File: src/rtl/sobel_window_feeder_pkg.sv
// Shared types and constants for the Sobel window feeder: FSM states,
// tap count, data widths and the two 3x3 gradient kernels in raster order.
package sobel_pkg;

  localparam int TAPS  = 9;
  localparam int PIX_W = 8;
  localparam int WGT_W = 8;
  localparam int TAP_W = 4;
  localparam int WIN_W = TAPS * PIX_W;

  typedef enum logic [2:0] {
    IDLE,
    CLEAR,
    FEED,
    DRAIN,
    HOLD
  } state_t;

  localparam logic signed [WGT_W-1:0] GX_K [TAPS] = '{
    8'hFF, 8'h00, 8'h01,
    8'hFE, 8'h00, 8'h02,
    8'hFF, 8'h00, 8'h01
  };

  localparam logic signed [WGT_W-1:0] GY_K [TAPS] = '{
    8'hFF, 8'hFE, 8'hFF,
    8'h00, 8'h00, 8'h00,
    8'h01, 8'h02, 8'h01
  };

  // The MAC multiplies signed 8x8, so pixels lose their LSB to stay positive.
  function automatic logic [PIX_W-1:0] halve_pixel(input logic [PIX_W-1:0] p);
    return p >> 1;
  endfunction

endpackage

File: src/rtl/sobel_window_feeder_if.sv
// Window input, MAC drive/feedback and result output of the Sobel feeder.
// Handshakes: a transfer happens on the rising edge where valid && ready are both 1.
interface sobel_window_feeder_if #(
  parameter int ACC_W = 32
) ();
  import sobel_pkg::*;

  logic                 win_valid;
  logic                 win_ready;
  logic [WIN_W-1:0]     win_pixels;
  logic                 kernel_sel;

  logic                 mac_clr;
  logic [PIX_W-1:0]     activation;
  logic [WGT_W-1:0]     weight;
  logic [ACC_W-1:0]     mac_result;

  logic                 res_valid;
  logic                 res_ready;
  logic [ACC_W-1:0]     res_data;
  logic                 res_kernel;

  state_t               dbg_state;
  logic [TAP_W-1:0]     dbg_tap;

  modport slave (
    input  win_valid, win_pixels, kernel_sel, mac_result, res_ready,
    output win_ready, mac_clr, activation, weight,
    output res_valid, res_data, res_kernel, dbg_state, dbg_tap
  );

  modport master (
    output win_valid, win_pixels, kernel_sel, mac_result, res_ready,
    input  win_ready, mac_clr, activation, weight,
    input  res_valid, res_data, res_kernel, dbg_state, dbg_tap
  );

endinterface

File: src/rtl/sobel_window_feeder_kernel_rom.sv
// Combinational weight lookup: kernel select (0 = Gx, 1 = Gy) and tap 0..8
// to an 8-bit two's-complement weight; out-of-range taps read as zero.
module sobel_kernel_rom
  import sobel_pkg::*;
(
  input  logic             kernel_sel_i,
  input  logic [TAP_W-1:0] tap_i,
  output logic [WGT_W-1:0] weight_o
);

  always_comb begin
    weight_o = '0;
    if (tap_i < TAP_W'(TAPS)) begin
      weight_o = kernel_sel_i ? GY_K[tap_i] : GX_K[tap_i];
    end
  end

endmodule

File: src/rtl/sobel_window_feeder.sv
// Sequencer that clears the MAC, streams nine pixel/weight taps into it,
// waits out its latency and presents the captured gradient on a valid/ready port.
module sobel_window_feeder
  import sobel_pkg::*;
#(
  parameter int MAC_LAT = 2,
  parameter int ACC_W   = 32
) (
  input  logic                   clk,
  input  logic                   reset,
  sobel_window_feeder_if.slave   bus
);

  localparam int DRN_W = (MAC_LAT > 1) ? $clog2(MAC_LAT) : 1;
  localparam logic [DRN_W-1:0] DRAIN_LAST = DRN_W'(MAC_LAT - 1);
  localparam logic [TAP_W-1:0] TAP_LAST   = TAP_W'(TAPS - 1);

  state_t             state_q;
  logic [PIX_W-1:0]   pix_q [TAPS];
  logic               sel_q;
  logic [TAP_W-1:0]   tap_q;
  logic [DRN_W-1:0]   drain_q;

  logic               win_ready_q;
  logic               mac_clr_q;
  logic [PIX_W-1:0]   act_q;
  logic [WGT_W-1:0]   wgt_q;
  logic               res_valid_q;
  logic [ACC_W-1:0]   res_data_q;
  logic               res_kernel_q;

  logic [TAP_W-1:0]   tap_d;
  logic [PIX_W-1:0]   pix_d;
  logic [WGT_W-1:0]   wgt_d;

  // Outputs are registered, so the tap to be driven next cycle is looked up now.
  always_comb begin
    tap_d = '0;
    if (state_q == FEED) begin
      tap_d = tap_q + TAP_W'(1);
    end
  end

  always_comb begin
    pix_d = '0;
    if (tap_d < TAP_W'(TAPS)) begin
      pix_d = pix_q[tap_d];
    end
  end

  sobel_kernel_rom u_rom (
    .kernel_sel_i (sel_q),
    .tap_i        (tap_d),
    .weight_o     (wgt_d)
  );

  always_ff @(posedge clk or posedge reset) begin
    if (reset) begin
      state_q      <= IDLE;
      for (int i = 0; i < TAPS; i++) pix_q[i] <= '0;
      sel_q        <= 1'b0;
      tap_q        <= '0;
      drain_q      <= '0;
      win_ready_q  <= 1'b1;
      mac_clr_q    <= 1'b1;
      act_q        <= '0;
      wgt_q        <= '0;
      res_valid_q  <= 1'b0;
      res_data_q   <= '0;
      res_kernel_q <= 1'b0;
    end else begin
      case (state_q)
        IDLE: begin
          if (bus.win_valid && win_ready_q) begin
            for (int i = 0; i < TAPS; i++) pix_q[i] <= bus.win_pixels[i*PIX_W +: PIX_W];
            sel_q       <= bus.kernel_sel;
            win_ready_q <= 1'b0;
            state_q     <= CLEAR;
          end
        end
        CLEAR: begin
          mac_clr_q <= 1'b0;
          tap_q     <= tap_d;
          act_q     <= halve_pixel(pix_d);
          wgt_q     <= wgt_d;
          state_q   <= FEED;
        end
        FEED: begin
          if (tap_q == TAP_LAST) begin
            tap_q   <= '0;
            drain_q <= '0;
            act_q   <= '0;
            wgt_q   <= '0;
            state_q <= DRAIN;
          end else begin
            tap_q <= tap_d;
            act_q <= halve_pixel(pix_d);
            wgt_q <= wgt_d;
          end
        end
        DRAIN: begin
          if (drain_q == DRAIN_LAST) begin
            res_valid_q  <= 1'b1;
            res_data_q   <= bus.mac_result;
            res_kernel_q <= sel_q;
            state_q      <= HOLD;
          end else begin
            drain_q <= drain_q + DRN_W'(1);
          end
        end
        HOLD: begin
          if (bus.res_ready) begin
            res_valid_q <= 1'b0;
            win_ready_q <= 1'b1;
            mac_clr_q   <= 1'b1;
            state_q     <= IDLE;
          end
        end
        default: begin
          win_ready_q <= 1'b1;
          mac_clr_q   <= 1'b1;
          res_valid_q <= 1'b0;
          state_q     <= IDLE;
        end
      endcase
    end
  end

  assign bus.win_ready  = win_ready_q;
  assign bus.mac_clr    = mac_clr_q;
  assign bus.activation = act_q;
  assign bus.weight     = wgt_q;
  assign bus.res_valid  = res_valid_q;
  assign bus.res_data   = res_data_q;
  assign bus.res_kernel = res_kernel_q;
  assign bus.dbg_state  = state_q;
  assign bus.dbg_tap    = tap_q;

endmodule

File: src/flat_wrapper.sv
// flat-port wrapper written by rule: the top's interface ports become plain ports
module sobel_window_feeder_flat import sobel_pkg::*;
#(
  parameter int MAC_LAT = 2,
  parameter int ACC_W   = 32
)
  (clk, reset, bus_win_valid, bus_win_pixels, bus_kernel_sel, bus_mac_result, bus_res_ready, bus_win_ready, bus_mac_clr, bus_activation, bus_weight, bus_res_valid, bus_res_data, bus_res_kernel, bus_dbg_state, bus_dbg_tap);
  sobel_window_feeder_if #(.ACC_W(ACC_W)) bus_i ();
  input  logic clk;
  input  logic reset;
  input wire logic [$bits(bus_i.win_valid)-1:0] bus_win_valid;
  input wire logic [$bits(bus_i.win_pixels)-1:0] bus_win_pixels;
  input wire logic [$bits(bus_i.kernel_sel)-1:0] bus_kernel_sel;
  input wire logic [$bits(bus_i.mac_result)-1:0] bus_mac_result;
  input wire logic [$bits(bus_i.res_ready)-1:0] bus_res_ready;
  output wire logic [$bits(bus_i.win_ready)-1:0] bus_win_ready;
  output wire logic [$bits(bus_i.mac_clr)-1:0] bus_mac_clr;
  output wire logic [$bits(bus_i.activation)-1:0] bus_activation;
  output wire logic [$bits(bus_i.weight)-1:0] bus_weight;
  output wire logic [$bits(bus_i.res_valid)-1:0] bus_res_valid;
  output wire logic [$bits(bus_i.res_data)-1:0] bus_res_data;
  output wire logic [$bits(bus_i.res_kernel)-1:0] bus_res_kernel;
  output wire logic [$bits(bus_i.dbg_state)-1:0] bus_dbg_state;
  output wire logic [$bits(bus_i.dbg_tap)-1:0] bus_dbg_tap;
  assign bus_i.win_valid = bus_win_valid;
  assign bus_i.win_pixels = bus_win_pixels;
  assign bus_i.kernel_sel = bus_kernel_sel;
  assign bus_i.mac_result = bus_mac_result;
  assign bus_i.res_ready = bus_res_ready;
  assign bus_win_ready = bus_i.win_ready;
  assign bus_mac_clr = bus_i.mac_clr;
  assign bus_activation = bus_i.activation;
  assign bus_weight = bus_i.weight;
  assign bus_res_valid = bus_i.res_valid;
  assign bus_res_data = bus_i.res_data;
  assign bus_res_kernel = bus_i.res_kernel;
  assign bus_dbg_state = bus_i.dbg_state;
  assign bus_dbg_tap = bus_i.dbg_tap;
  sobel_window_feeder #(.MAC_LAT(MAC_LAT), .ACC_W(ACC_W)) u_core (.clk(clk), .reset(reset), .bus(bus_i));
endmodule
File: config.mk
export PLATFORM = sky130hd
export DESIGN_NAME = sobel_window_feeder_flat
export DESIGN_NICKNAME = d
export VERILOG_FILES = /design/src/rtl/sobel_window_feeder_pkg.sv /design/src/rtl/sobel_window_feeder_if.sv /design/src/rtl/sobel_window_feeder_kernel_rom.sv /design/src/rtl/sobel_window_feeder.sv /design/src/flat_wrapper.sv
export SDC_FILE = /design/constraint.sdc
export NUM_CORES = 1
export LEC_CHECK = 0
export ABC_AREA = 1
export CAP_MARGIN = 20
export CORE_MARGIN = 3
export CORE_UTILIZATION = 40
export CTS_CLUSTER_SIZE = 28
export DETAILED_ROUTE_END_ITERATION = 7
export GPL_TIMING_DRIVEN = 0
export PLACE_DENSITY = 0.7
export SYNTH_ARGS = -nofsm -noshare
export SYNTH_HDL_FRONTEND = slang
export SYNTH_SLANG_ARGS = --single-unit
File: constraint.sdc
create_clock -name clk -period 5.4 [get_ports clk]
set_input_delay 1.08 -clock clk [delete_from_list [all_inputs] [get_ports clk]]
set_output_delay 1.08 -clock clk [all_outputs]
set_load 0.1 [all_outputs]
* Word level (Yosys, flattened, before mapping)
Memories as Yosys holds them, arrays and structs flattened. Cells that the tools add are included. Widths: inputs -> output; s select.
Storage, ports and cells: memories 2, ROM bits 256, bits in registers 133, word-level logic and storage cells 85, output and inout bits 59
Memories:
- (no name shown) | words 16, bits a word 8, read ports 1, clocked after memory_dff 0, write ports 0, RTL line sobel_window_feeder_kernel_rom.sv:14 | weight_o = kernel_sel_i ? GY_K[tap_i] : GX_K[tap_i];
- (no name shown) | words 16, bits a word 8, read ports 1, clocked after memory_dff 0, write ports 0, RTL line sobel_window_feeder_kernel_rom.sv:14
Cells by class: bitwise operators 4, equality and inequality tests 9, reduce and logical (&&, ||, !) cells 14, muxes and demuxes 32, $add $sub $neg 2, $lt $le $gt $ge 2
Operator list (number):
- $mux 8 | 10
- $bmux 8 s4 | 1
- $pmux 8 s2 | 2
- $pmux 3 s5 | 1
- $mux 3 | 4
- $pmux 1 s3 | 3
- $reduce_or 3->1 | 3
- $mux 4 | 2
- $pmux 4 s2 | 1
- $reduce_and 2->1 | 4
- $mux 7 | 1
- $eq 3x2->1 const B | 2
- $mux 1 | 6
- $reduce_and 3->1 | 2
- $ge 5x5->1 const B | 1
- $not 4->5 | 1
- $add 4x1->4 const B | 1
- $eq 4x4->1 const B | 1
- $lt 4x4->1 const B | 1
- $ne 2x1->1 const B | 2
- $ne 2x2->1 const B | 2
- $reduce_and 4->1 | 1
- $reduce_bool 2->1 | 2
- $eq 3x1->1 const B | 1
- 6 further kinds | 8

* Longest topological paths before layout
depth after elaboration 10, depth in mapped cells 13, mapped depth without buffers 11

* Hierarchy
From an unflattened synthesis, not the netlist that was laid out.
Second synthesis, totals: cell total of the unflattened synthesis 634, area total of the unflattened synthesis 5587.9 um^2
Modules (own cells, without submodules):
- sobel_window_feeder | area each 5408.9 um^2, cells each 603, times used 1
- sobel_kernel_rom | area each 178.9 um^2, cells each 31, times used 1

* Least setup slack after synthesis
No wires, ideal clock.
path kind register to register, start point register u_core.tap_q[0] (netlist: u_core.bus.dbg_tap[0]), end point register u_core.wgt_q[1] (netlist: u_core.bus.weight[1]), library setup time 0.068 ns, setup slack 2.506 ns, stages on the path, launching flop included 14, buffers on the path 2, arrival time 2.826 ns, path through dfrtp_1 inv_1 clkbuf_1 ha_1 nand3_2 inv_2 buf_2 nand2_1 ha_1 nand2_1 nand2_1 nor2_1 nand2_1 nand2_1
Between the ends: cells in the longest elaborated chain, start to end 10, elaborated cells on any way between the ends 15
Ends and longest elaborated chain:
- from (decl) | RTL line sobel_window_feeder.sv:21 | logic [TAP_W-1:0] tap_q;
- from (signal assigned) | RTL line sobel_window_feeder.sv:83 | tap_q <= tap_d;
- from (signal assigned) | RTL line sobel_window_feeder.sv:96 | tap_q <= tap_d;
- $add 4x1->4 | RTL line sobel_window_feeder.sv:40 | tap_d = tap_q + TAP_W'(1);
- $mux 4 | RTL line sobel_window_feeder.sv:39 | if (state_q == FEED) begin
- $not 4->5 (not written as such) | RTL line sobel_window_feeder_kernel_rom.sv:14
- $mem_v2 16x8
- $mux 8 (not written as such) (2 in a row) | RTL line sobel_window_feeder_kernel_rom.sv:14
- $mux 8 | RTL line sobel_window_feeder_kernel_rom.sv:14
- $mux 8 | RTL line sobel_window_feeder_kernel_rom.sv:13 | if (tap_i < TAP_W'(TAPS)) begin
- $mux 8 | RTL line sobel_window_feeder.sv:89 | if (tap_q == TAP_LAST) begin
- $pmux 8 s2 (*) | RTL line sobel_window_feeder.sv:72 | case (state_q)
- to (signal assigned) | RTL line sobel_window_feeder.sv:85 | wgt_q <= wgt_d;
- to (signal assigned) | RTL line sobel_window_feeder.sv:98 | wgt_q <= wgt_d;
- to (decl) | RTL line sobel_window_feeder.sv:27 | logic [WGT_W-1:0] wgt_q;
Every way passes the cells marked *; elsewhere a longest branch is shown, timed or not. The select of a mux whose other input is x is not followed. A chain may end at the register's enable or synchronous reset.

* Final worst setup path
start point register u_core.win_ready_q (netlist: u_core.bus.win_ready), end point output port bus_win_ready
RTL lines:
- from (decl) | RTL line sobel_window_feeder.sv:24 | logic win_ready_q;
- from (signal assigned) | RTL line sobel_window_feeder.sv:64 | win_ready_q <= 1'b1;
- from (signal assigned) | RTL line sobel_window_feeder.sv:77 | win_ready_q <= 1'b0;
- from (signal assigned) | RTL line sobel_window_feeder.sv:114 | win_ready_q <= 1'b1;
- to (decl) | RTL line flat_wrapper.sv:16 | output wire logic [$bits(bus_i.win_ready)-1:0] bus_win_ready;
No word-level cell between the ends.

==> impl_metrics.ini <==
[timing]
rsz0062_at_grt = no
min_period_ps = 3207
maxSlewHeadroom_pct = 32.25
skew_ps = 9.574
worst_pin_slew_ps = 1013
final_hold_viol_count = 0
slew_violations = 0
fmax_mhz = 311.8
period_share_pct = 59.40
setup_viol = 0

[die]
ios = 168
design.die.area_um2 = 15240
fp.dieH_um = 123.5
die_w_um = 123.5
start_util_pct = 41.35
rows = 42
core_um2 = 13350

[route]
dr.pass1.iters = 5
drc = 0
vias = 4989
wl_mm = 15.26
antenna_left = 0
avgViaCountPerCell = 4.979
wl_per_cell_um = 15.23
first_iter_violations = 344

[clock_tree]
insertion_delay_ps = 430
clock_sinks = 118
clockBufferDepth = 2
hold_buffers = 0
cts_setup_buffers = 0
cts-buffers-inserted = 17
path_clk_slew_ps = 50
cts_root_buffer = clkbuf_16
cts_tree = done
post_cts_resized = 0
htreeDepth = 4

[worst_setup_path]
cp.required_ps = 4320
crit_arrival_ps = 2130
ff2ff_path_depth = 10
cp.depth = 1
path_buf_inv = 1
crit_family = buffers and inverters
start_kind = register
path_cells = clkdlybuf4s50_1
end_kind = output pin
criticalPathCategory = reg2out
crit_slowest_cell = clkdlybuf4s50_1
max_stage_delay_ps = 1160
cp_max_fo = 3

[grt]
grt_pass1_vias = 4970
gr-usage-all-layers_pct = 20.70
grt_pass1_wl_mm = 24.16
antenna_found_initial = 0
overflow = 0
grt_max_degree = 63

[layout]
layoutNonFillerInstCount = 1002
fill_cells = 1177
area_growth_pct = 44.93
diodes = 0
drive_gt1_share_pct = 10.17
nets = 926

[place]
portBuffers = 157
post-dp-hpwl_mm = 11.28
place_inst = 970
place_congestion = 0.9127

[synth]
synth-edff-count = 0
postSynth.asyncResetShare_pct = 100.0
synth_commonest_cells = 247 x nand2_1, 116 x dfrtp_1, 42 x inv_1, 40 x nand3_1, 37 x o21ai_0
yosysTopAreaCell = dfrtp_1
syn_area_per_cell_um2 = 8.678
synth_area_leaders = dfrtp_1 53%, nand2_1 17%, mux2_1 5.3%
synth_most_common_cell = nand2_1
synth-warning-count = 0
mappedNetlistNets = 749
ys_ff_latch = 118
synth_top_area_share_pct = 52.60
synthCells = 636
synth_cell_type_count = 29
ys_seq_area_share_pct = 53.55
synth-main-ff-cell = dfrtp_1
synth_area_um2 = 5519

[status]
outcome = completed

[hold_path]
hold-path-cell-count = 2
hold_class = reg2reg

[run]
drv_cap = 0
path summary, 6_finish.rpt:
kind / from / endpoint / slack [ps]
max reg2reg: u_core.bus.dbg_tap[0] / u_core.bus.activation[4] / 2680
min: u_core.pix_q[60] / u_core.pix_q[60] / 470
min reg2reg: u_core.pix_q[60] / u_core.pix_q[60] / 470
min in group asynchronous: reset / u_core.pix_q[12] / 1120
max in group asynchronous: reset / u_core.bus.activation[4] / 3520
max: u_core.bus.win_ready / bus_win_ready / 2190
routing by layer:
metal	global-route usage [%]	vias up	routed length, µm
met5	0	-	0
met4	7.128	0	328
met3	5.627	24	1082
met2	34.62	190	7424
met1	25.88	2362	6426
li1	-	2413	-
registers in the layout, summed over array words and instances (netlist names):
name                   count
u_core.bus.res_data       32
u_core.pix_q              63
u_core.bus.dbg_tap         4
u_core.bus.weight          3
u_core.bus.activation      7
u_core.bus.res_valid       1
u_core.bus.res_kernel      1
u_core.bus.dbg_state       3
u_core.sel_q               1
u_core.bus.win_ready       1
u_core.drain_q             1
u_core.bus.mac_clr         1
through the flow:
stage               utilization, %  hold WS [ps]  setup TNS (ps)  worst slack [ps]  area, µm²
finish                       59.93         471.6               0              2193       7999
global route                 59.93         491.2               0              2111       7999
CTS                          59.93         471.8               0              2176       7999
detailed placement           55.00         458.3               0              2631       7341
global placement             54.77         458.4          -39610            -345.9       7311
floorplan                        -         442.0               0              1194       5519
placed cells by master (no fill, tap or decap), types with 2 or more instances in the layout:
| cell | count |
|---|---|
| dfstp_2 | 2 |
| inv_2 | 5 |
| buf_2 | 10 |
| nand3_1 | 40 |
| clkinvlp_4 | 4 |
| mux2_2 | 6 |
| buf_1 | 3 |
| nand2_2 | 5 |
| ha_1 | 4 |
| dfrtp_1 | 116 |
| clkinv_4 | 2 |
| clkbuf_8 | 2 |
| o21ai_0 | 37 |
| clkbuf_1 | 12 |
| nand4_1 | 35 |
| clkbuf_16 | 17 |
| nand3_2 | 3 |
| buf_4 | 18 |
| bufinv_16 | 5 |
| nor2_1 | 8 |
| o22ai_1 | 3 |
| o21ai_1 | 7 |
| inv_1 | 41 |
| mux2_1 | 26 |
| nand2_1 | 247 |
| clkdlybuf4s50_1 | 157 |
worst register-to-register path, cell delays in order, from the launching register on:
cell and delay (ps):
dfrtp_1 440, inv_1 190, clkbuf_1 420, ha_1 330, nand3_2 160, buf_1 410
nand3_1 180, nand3_1 140, nand3_1 150, nand2_1 130, nand2_1 60
layout make-up:
type                    count  area [µm²]  area share, %
repair buffers            158        1599          19.99
clock buffers              21       460.4          5.756
clock inverters            11       197.7          2.471
multi-input cells         430        2153          26.92
inverters                  47       178.9          2.237
well taps                 176       220.2          2.753
plain buffers              41       234.0          2.925
flip-flops and latches    118        2955          36.95
cell families after synthesis:
kind of cell / count (synthesis) / share of synthesized area (%)
AND/OR/NAND/NOR: 343 / 26.80
buffers and inverters: 88 / 7.436
AO/OA/AOI/OAI: 49 / 4.557
flip-flops: 118 / 53.55
adder cells (fa/ha/maj): 4 / 0.9069
multiplexers: 32 / 6.529
other: 1 / 0.06795
XOR/XNOR: 1 / 0.1587
Power is left out: the tool's default activity adds up to more than one toggle a clock period on the data nets, which glitch-free logic cannot reach.
